$ cat src/rtl/kicp_pkg.sv
// Shared KICP definitions: accelerator memory-protocol op codes and SRAM arbiter states.
`ifndef KICP_SRAM_AWIDTH
`define KICP_SRAM_AWIDTH 12
`endif

package kicp_pkg;

  localparam logic [1:0] MEM_OP_NONE  = 2'b00;
  localparam logic [1:0] MEM_OP_READ  = 2'b01;
  localparam logic [1:0] MEM_OP_WRITE = 2'b11;

  typedef enum logic [1:0] {
    ARB_IDLE  = 2'b00,
    ARB_ISSUE = 2'b01,
    ARB_WAIT  = 2'b10,
    ARB_RESP  = 2'b11
  } arb_state_e;

  // 2'b10 is reserved and behaves like no request.
  function automatic logic op_is_req(input logic [1:0] op);
    return (op == MEM_OP_READ) || (op == MEM_OP_WRITE);
  endfunction

endpackage

$ cat src/rtl/kicp_arb_rr2.sv
// Combinational 2-way winner select; round-robin on last_grant, or fixed port-0
// priority when KICP_ARB_FIXED_PRIO_EN is defined (last_grant port then absent).
module kicp_arb_rr2 (
  input  logic       req0,
  input  logic       req1,
`ifndef KICP_ARB_FIXED_PRIO_EN
  input  logic       last_grant,
`endif
  output logic [1:0] winner
);

  always_comb begin
    winner = 2'b00;
    if (req0 && req1) begin
`ifdef KICP_ARB_FIXED_PRIO_EN
      winner = 2'b01;
`else
      // Contention goes to the port that was not served most recently.
      winner = last_grant ? 2'b01 : 2'b10;
`endif
    end else if (req0) begin
      winner = 2'b01;
    end else if (req1) begin
      winner = 2'b10;
    end
  end

endmodule

$ cat src/rtl/kicp_sram_arbiter.sv
// Two-port SRAM arbiter, one access in flight; write 3 cycles, read 3+RD_LATENCY cycles.
// Requesters hold their request until opdone; KICP_ARB_FIXED_PRIO_EN selects fixed port-0 priority.
`ifndef KICP_SRAM_AWIDTH
`define KICP_SRAM_AWIDTH 12
`endif

module kicp_sram_arbiter import kicp_pkg::*; #(
  parameter int AWIDTH     = `KICP_SRAM_AWIDTH,
  parameter int RD_LATENCY = 1
) (
  input  logic              clk,
  input  logic              reset,
  input  logic [1:0]        p0_op,
  input  logic [AWIDTH-1:0] p0_addr,
  input  logic [31:0]       p0_wdata,
  input  logic [1:0]        p1_op,
  input  logic [AWIDTH-1:0] p1_addr,
  input  logic [31:0]       p1_wdata,
  output logic              p0_opdone,
  output logic [31:0]       p0_rdata,
  output logic              p1_opdone,
  output logic [31:0]       p1_rdata,
  output logic              sram_en,
  output logic              sram_we,
  output logic [AWIDTH-1:0] sram_addr,
  output logic [31:0]       sram_wdata,
  input  logic [31:0]       sram_rdata,
  output logic [1:0]        grant,
  output logic              busy
);

  localparam int CW = 2;

  arb_state_e      state;
  arb_state_e      state_next;
  logic [1:0]      winner;
  logic            op_we;
  logic [CW-1:0]   cnt;

`ifdef KICP_ARB_FIXED_PRIO_EN
  kicp_arb_rr2 u_rr2 (
    .req0   (op_is_req(p0_op)),
    .req1   (op_is_req(p1_op)),
    .winner (winner)
  );
`else
  logic last_grant;

  kicp_arb_rr2 u_rr2 (
    .req0       (op_is_req(p0_op)),
    .req1       (op_is_req(p1_op)),
    .last_grant (last_grant),
    .winner     (winner)
  );
`endif

  always_comb begin
    state_next = state;
    sram_en    = 1'b0;
    sram_we    = 1'b0;
    p0_opdone  = 1'b0;
    p1_opdone  = 1'b0;
    busy       = (state != ARB_IDLE);
    case (state)
      ARB_IDLE: begin
        if (winner != 2'b00) state_next = ARB_ISSUE;
      end
      ARB_ISSUE: begin
        sram_en    = 1'b1;
        sram_we    = op_we;
        state_next = op_we ? ARB_RESP : ARB_WAIT;
      end
      ARB_WAIT: begin
        if (cnt == '0) state_next = ARB_RESP;
      end
      ARB_RESP: begin
        p0_opdone  = grant[0];
        p1_opdone  = grant[1];
        state_next = ARB_IDLE;
      end
      default: state_next = ARB_IDLE;
    endcase
  end

  always_ff @(posedge clk) begin
    if (reset) begin
      state      <= ARB_IDLE;
      grant      <= 2'b00;
      op_we      <= 1'b0;
      cnt        <= '0;
      sram_addr  <= '0;
      sram_wdata <= '0;
      p0_rdata   <= '0;
      p1_rdata   <= '0;
`ifndef KICP_ARB_FIXED_PRIO_EN
      last_grant <= 1'b1;
`endif
    end else begin
      state <= state_next;
      case (state)
        ARB_IDLE: begin
          if (winner != 2'b00) begin
            grant      <= winner;
            op_we      <= winner[0] ? (p0_op == MEM_OP_WRITE) : (p1_op == MEM_OP_WRITE);
            sram_addr  <= winner[0] ? p0_addr  : p1_addr;
            sram_wdata <= winner[0] ? p0_wdata : p1_wdata;
`ifndef KICP_ARB_FIXED_PRIO_EN
            last_grant <= winner[1];
`endif
          end
        end
        ARB_ISSUE: cnt <= CW'(RD_LATENCY - 1);
        ARB_WAIT: begin
          cnt <= cnt - 1'b1;
          // Last wait cycle is exactly RD_LATENCY cycles after the strobe.
          if (cnt == '0) begin
            if (grant[0]) p0_rdata <= sram_rdata;
            if (grant[1]) p1_rdata <= sram_rdata;
          end
        end
        ARB_RESP: grant <= 2'b00;
        default: ;
      endcase
    end
  end

endmodule

$ cat config.mk
export PLATFORM = sky130hd
export DESIGN_NAME = kicp_sram_arbiter
export DESIGN_NICKNAME = d
export VERILOG_FILES = /design/src/rtl/kicp_pkg.sv /design/src/rtl/kicp_arb_rr2.sv /design/src/rtl/kicp_sram_arbiter.sv
export SDC_FILE = /design/constraint.sdc
export NUM_CORES = 1
export LEC_CHECK = 0
export BUFFER_PORTS_ARGS = -buffer_cell sky130_fd_sc_hd__buf_4
export CAP_MARGIN = 10
export CELL_PAD_IN_SITES_DETAIL_PLACEMENT = 1
export CELL_PAD_IN_SITES_GLOBAL_PLACEMENT = 2
export CORE_MARGIN = 2
export CORE_UTILIZATION = 27
export CTS_BUF_LIST = sky130_fd_sc_hd__clkbuf_2
export DETAILED_ROUTE_END_ITERATION = 10
export PLACE_DENSITY_LB_ADDON = 0.1
export SLEW_MARGIN = 15
export SYNTH_ARGS = -nofsm -noshare
export SYNTH_HDL_FRONTEND = slang
export SYNTH_HIERARCHICAL = 1
export SYNTH_SLANG_ARGS = --single-unit
$ cat constraint.sdc
create_clock -name clk -period 4.1 [get_ports clk]
set_input_delay 0.82 -clock clk [delete_from_list [all_inputs] [get_ports clk]]
set_output_delay 0.82 -clock clk [all_outputs]
set_load 0.03 [all_outputs]
== Word level (Yosys, flattened, before mapping) ==
Index checks and enable logic that the tools add are counted.

* Add/sub/neg operators: 1
* $mul: 0
* Div/mod/pow operators: 0
* Magnitude comparators: 0
* Eq/ne operators: 9
* Shifts and indexed selects: 0
* Multiplexer cells: 18
* Bitwise logic cells: 0
* Reduce and logical (&&, ||, !) cells: 14

{| class="wikitable"
|+ Operators with widths
! operator !! count
|-
| 32-bit 2-to-1 mux || 1
|-
| 2-bit 2-to-1 mux || 7
|-
| 12-bit 2-to-1 mux || 1
|-
| 2-bit equality test, second input constant || 4
|-
| 2-bit one-hot mux with 2 select lines || 2
|-
| 2-bit one-hot mux with 4 select lines || 1
|-
| 2-bit nonzero test || 4
|-
| 2-bit by 1-bit equality test with 1-bit output, second input constant || 3
|-
| 1-bit 2-to-1 mux || 6
|-
| 2-bit AND reduction || 3
|-
| 3-bit AND reduction || 2
|-
| 2-bit zero test || 2
|-
| 2-bit inequality test, second input constant || 2
|-
| 1-bit logical OR || 2
|-
| 2-bit by 1-bit subtractor with 2-bit output, second input constant || 1
|-
| 1-bit logical AND || 1
|}

* Register bits after elaboration: 116
* Bits in latches: 0
* Memory bits (writable): 0
* Bits in read-only memories: 0
* Bits of input ports: 126
* Output and inout bits: 115
* Logic and storage cells: 51
* Memories: 0

== Depth between registers and ports, before layout ==
* Depth after elaboration: 8
* Depth in mapped cells: 8
* Depth with buffers taken out: 5

== Hierarchy ==
Netlist, hierarchy kept.

{| class="wikitable"
|+ By module, submodules not included
! module !! times used !! cells each !! area an instance (sq um) !! sequential area each (sq um)
|-
| kicp_sram_arbiter || 1 || 534 || 4649.5 || 2322.2
|-
| kicp_arb_rr2 || 1 || 3 || 18.8 || 0.0
|}

== Least setup slack after synthesis ==
No wires, ideal clock.

* Kind: input-to-reg
* Start point: in p1_op[0]
* End point: reg sram_addr[6]
* Setup time: 0.086 ns
* Arrival time: 1.968 ns
* Required time: 4.014 ns
* Slack: 2.047 ns
* Stages: 7
* Buffers on the path: 3
* Cell sequence: clkbuf_1 -> a21boi_0 -> o21a_1 -> buf_6 -> buf_4 -> nor2_1 -> a211oi_1

* Cells in the longest elaborated chain, start to end: 7
* Elaborated cells on any way between the ends: 10
* Classes of those cells: 2 x eq/ne; 4 x mux; 4 x reduce/logical

{| class="wikitable"
|+ RTL lines
! what !! line !! text
|-
| from (decl) || kicp_sram_arbiter.sv:16 || <nowiki>input logic [1:0] p1_op,</nowiki>
|-
| 2-bit by 1-bit equality test with 1-bit output or 2-bit equality test (tied branches) || kicp_pkg.sv:21 || <nowiki>return (op == MEM_OP_READ) || (op == MEM_OP_WRITE);</nowiki>
|-
| 1-bit logical OR (*) || kicp_pkg.sv:21 ||
|-
| 2-bit 2-to-1 mux || kicp_arb_rr2.sv:23 || <nowiki>end else if (req1) begin</nowiki>
|-
| 2-bit 2-to-1 mux || kicp_arb_rr2.sv:21 || <nowiki>end else if (req0) begin</nowiki>
|-
| 2-bit 2-to-1 mux (*) || kicp_arb_rr2.sv:14 || <nowiki>if (req0 && req1) begin</nowiki>
|-
| named net winner[1] || kicp_sram_arbiter.sv:36 || <nowiki>logic [1:0] winner;</nowiki>
|-
| 2-bit nonzero test (*) || kicp_sram_arbiter.sv:102 || <nowiki>if (winner != 2'b00) begin</nowiki>
|-
| 2-bit AND reduction (no line) (*) || - ||
|-
| to (signal assigned) || kicp_sram_arbiter.sv:105 || <nowiki>sram_addr <= winner[0] ? p0_addr : p1_addr;</nowiki>
|-
| to (decl) || kicp_sram_arbiter.sv:25 || <nowiki>output logic [AWIDTH-1:0] sram_addr,</nowiki>
|}

Mark *: on every way through the listed nets, which the timed path passes. The rest lies on a longest branch.
A chain may end at the register's enable or synchronous reset.

== Final worst setup path ==
* Start point: reg state[0]
* End point: out busy

* Cells in the longest elaborated chain, start to end: 1

{| class="wikitable"
|+ RTL lines
! what !! line !! text
|-
| from (decl) || kicp_sram_arbiter.sv:34 || <nowiki>arb_state_e state;</nowiki>
|-
| from (signal assigned) || kicp_sram_arbiter.sv:99 || <nowiki>state <= state_next;</nowiki>
|-
| 2-bit nonzero test || kicp_sram_arbiter.sv:63 || <nowiki>busy = (state != ARB_IDLE);</nowiki>
|-
| to (decl) || kicp_sram_arbiter.sv:29 || <nowiki>output logic busy</nowiki>
|}

No other way between the ends.

==> metrics.yaml <==
outcome:
  outcome: "completed"
drt:
  drc: 0
  ant_nets: 0
  vias: 4534
  drtIter0Drc: 104
  first_pass_iters: 4
  vias_per_cell: 4.55
  avgRoutedWirePerCell_um: 14.8
  wirelength_mm: 14.8
power:
  leakagePower_nw: 2.97
  irDropWorstVdd_v: 0.000225
  power_density_nw_per_um2: 566
  finalPower_w: 0.00385
critical_path:
  worstPathRequired_ns: 3.28
  worstSetupEndpoint: "busy"
  critPathLaunch: "state[0]"
  critPathLaunchType: "flip-flop"
  regToRegEndpoint: "op_we"
  cp_top_family: "flip-flops"
  critical_path_class: "reg2out"
  r2r_slack_ns: 1.94
  worst_path_most_repeated_cell: "inv_1"
  setup.worst_path.end_class: "output port"
  slowest_delay_ns: 0.42
  crit_cells: 4
  r2r_start: "last_grant"
  crit_path_max_fanout: 7
  ff2ff_path_depth: 5
  cp_slowest_cell: "dfxtp_1"
  critical_path.cell_chain: "inv_1 -> ha_1 -> inv_1 -> buf_4"
  crit_buf_inv: 3
  critical_path_arrival_ns: 1.71
finish:
  fin_nets: 892
  multiInputGateArea_sq_um: 2090
  final_cell_count_no_fill: 997
  seqCellArea_sq_um: 2320
  fill_cells: 2077
  final_area_sq_um: 6790
  syn2layout_area_growth_pct: 45.5
  drive_above_1_share_pct: 36.8
worst_hold_path:
  worst_hold_path_type: "in2reg"
  hp-start: "sram_rdata[13]"
die:
  die_h_um: 135
  fp.dieW_um: 135
  coreArea_sq_um: 17100
  fp-row-count: 48
  start_util_pct: 27.3
  boundaryPins: 241
  die_area_sq_um: 18400
global_route:
  grt_pass1_vias: 4537
  grt_max_degree: 90
  overflow: 0
  grt_pass1_wl_mm: 22.6
  track_usage_pct: 16.0
  antenna_found_initial: 1
logic_synthesis:
  synth.top_cell.area_share_pct: 49.7
  ys_seq_elements: 116
  ys_seq_area_share_pct: 49.7
  syn-num-nets: 669
  ys_types: 34
  synth_warnings: 6
  synth_area_leaders: "dfxtp_1 (50%), nand2_1 (11%), mux2i_1 (9.4%), a21oi_1 (7.3%), a211oi_1 (6.6%)"
  syn_area_sq_um: 4670
  post_synth.cell_area_avg_sq_um: 8.69
  yosysTopAreaCell: "dfxtp_1"
  synthCells: 537
clock_tree:
  cts_setup_buffers: 0
  cts.sink_count: 116
  clock_latency_ns: 0.65
  clockRootBuffer: "clkbuf_2"
  cts_tree: "built"
  cts_buffers: 17
  ctsResizeCount: 0
  clockBufferDepth: 2
  htree_levels: 4
  clk_pin_slew_ns: 0.17
  cts_hold_buf: 0
place:
  placedCellCount: 966
  io_buffers: 240
  place_hpwl_mm: 10.8
  place.gp.congestion: 0.716
  placed_area_sq_um: 6580
sta:
  finalSetupViolCount: 0
  worst_pin_slew_ns: 1.02
  rsz0062_at_grt: "false"
  hold_viol_final: 0
  skew_ns: 0.0237
  timing.final.crit_period_ns: 2.53
  relSlewSlack_pct: 31.7
  slew_viol_final: 0
  tns_ns: 0
  clock.fmax_mhz: 396
  fin_crit_sh_pct: 61.7
flow_run:
  cap_violations: 0
-- cells in the final DEF, fill, tap and decap left out, types with 4 or more instances in the layout --
master      count
clkinvlp_4      4
a211oi_1       41
clkbuf_2       18
inv_1           6
dfxtp_1       116
nand2_1       131
mux2i_1        44
buf_4         249
nor2_1         46
nand3_1         5
ha_1            6
a21oi_1        68
-- kinds of logic (layout without fill, tap and decap cells) --
kind of cell	Yosys count	count (layout)	share of synthesized area, %
flops	116	116	49.7
other cells	0	1	0
simple gates	197	197	16.9
buf+inv	51	285	5.79
mux	44	44	9.43
fa+ha+maj	6	6	1.61
compound gates	123	123	16.5
-- layer usage --
layer | vias to the layer above | global-route usage [%] | share of wire (%)
li1 | 2273 | - | -
met1 | 2091 | 18.6 | 43
met4 | 0 | 4.69 | 0.96
met3 | 11 | 6.17 | 7.8
met5 | - | 0 | 0
met2 | 159 | 27.2 | 48
-- metrics by stage --
stage          worst slack (ns)  hold slack, ns  util [%]
4_1_cts                    1.44           0.269      39.7
3_5_place_dp               1.33           0.448      38.5
5_1_grt                    1.33           0.254      39.7
3_3_place_gp               1.43           0.442      38.5
2_1_floorplan              2.05           0.450         -
6_report                   1.57           0.394      39.7
-- how the worst min path moves through the flow --
stage          cells after the start  slack, ns            to
2_1_floorplan                      2       0.45        cnt[0]
5_1_grt                            3       0.25  p0_rdata[11]
3_5_place_dp                       2       0.45   p1_rdata[9]
3_3_place_gp                       2       0.44  p1_rdata[18]
4_1_cts                            3       0.27  p1_rdata[12]
6_report                           3       0.39  p1_rdata[13]
-- synth_stat cells, drive strengths merged --
library cell  count
a211o             1
a211oi           44
a21boi            2
a21o              1
a21oi            68
a311oi            2
a31oi             1
and2              3
and3              2
buf              27
clkbuf           18
dfxtp           116
ha                6
inv               6
mux2i            44
nand2           131
nand2b            2
nand3             5
nand3b            1
nor2             46
nor2b             3
nor3              1
nor3b             1
o21a              1
o21ai             2
o22ai             1
or2               1
or3b              1
-- tightest hold or removal path: cells and delay by family --
kind	cells	cell delay, ns
AO/OA/AOI/OAI	1	0.05
buffers and inverters	1	0.11
AND/OR/NAND/NOR	1	0.05
-- registers in the layout (all words and copies together) (netlist names), 2 cells and up --
name,count
sram_addr,12
p1_rdata,32
grant,2
state,2
sram_wdata,32
p0_rdata,32
cnt,2
-- area by class of cell --
cell class | count | area share, %
well taps | 225 | 4.14
multi-input cells | 370 | 30.7
flip-flops and latches | 116 | 34.2
clock buffers | 18 | 1.33
repair buffers | 249 | 27.5
diodes | 1 | 0.0368
clock inverters | 12 | 1.71
inverters | 6 | 0.332
-- power breakdown --
part / switching (W) / internal (W)
Clock: 0.000416 / 0.000264
Combinational: 0.00105 / 0.000637
Sequential: 0.000133 / 0.00135
No activity file was read; power rests on OpenSTA's default activity.
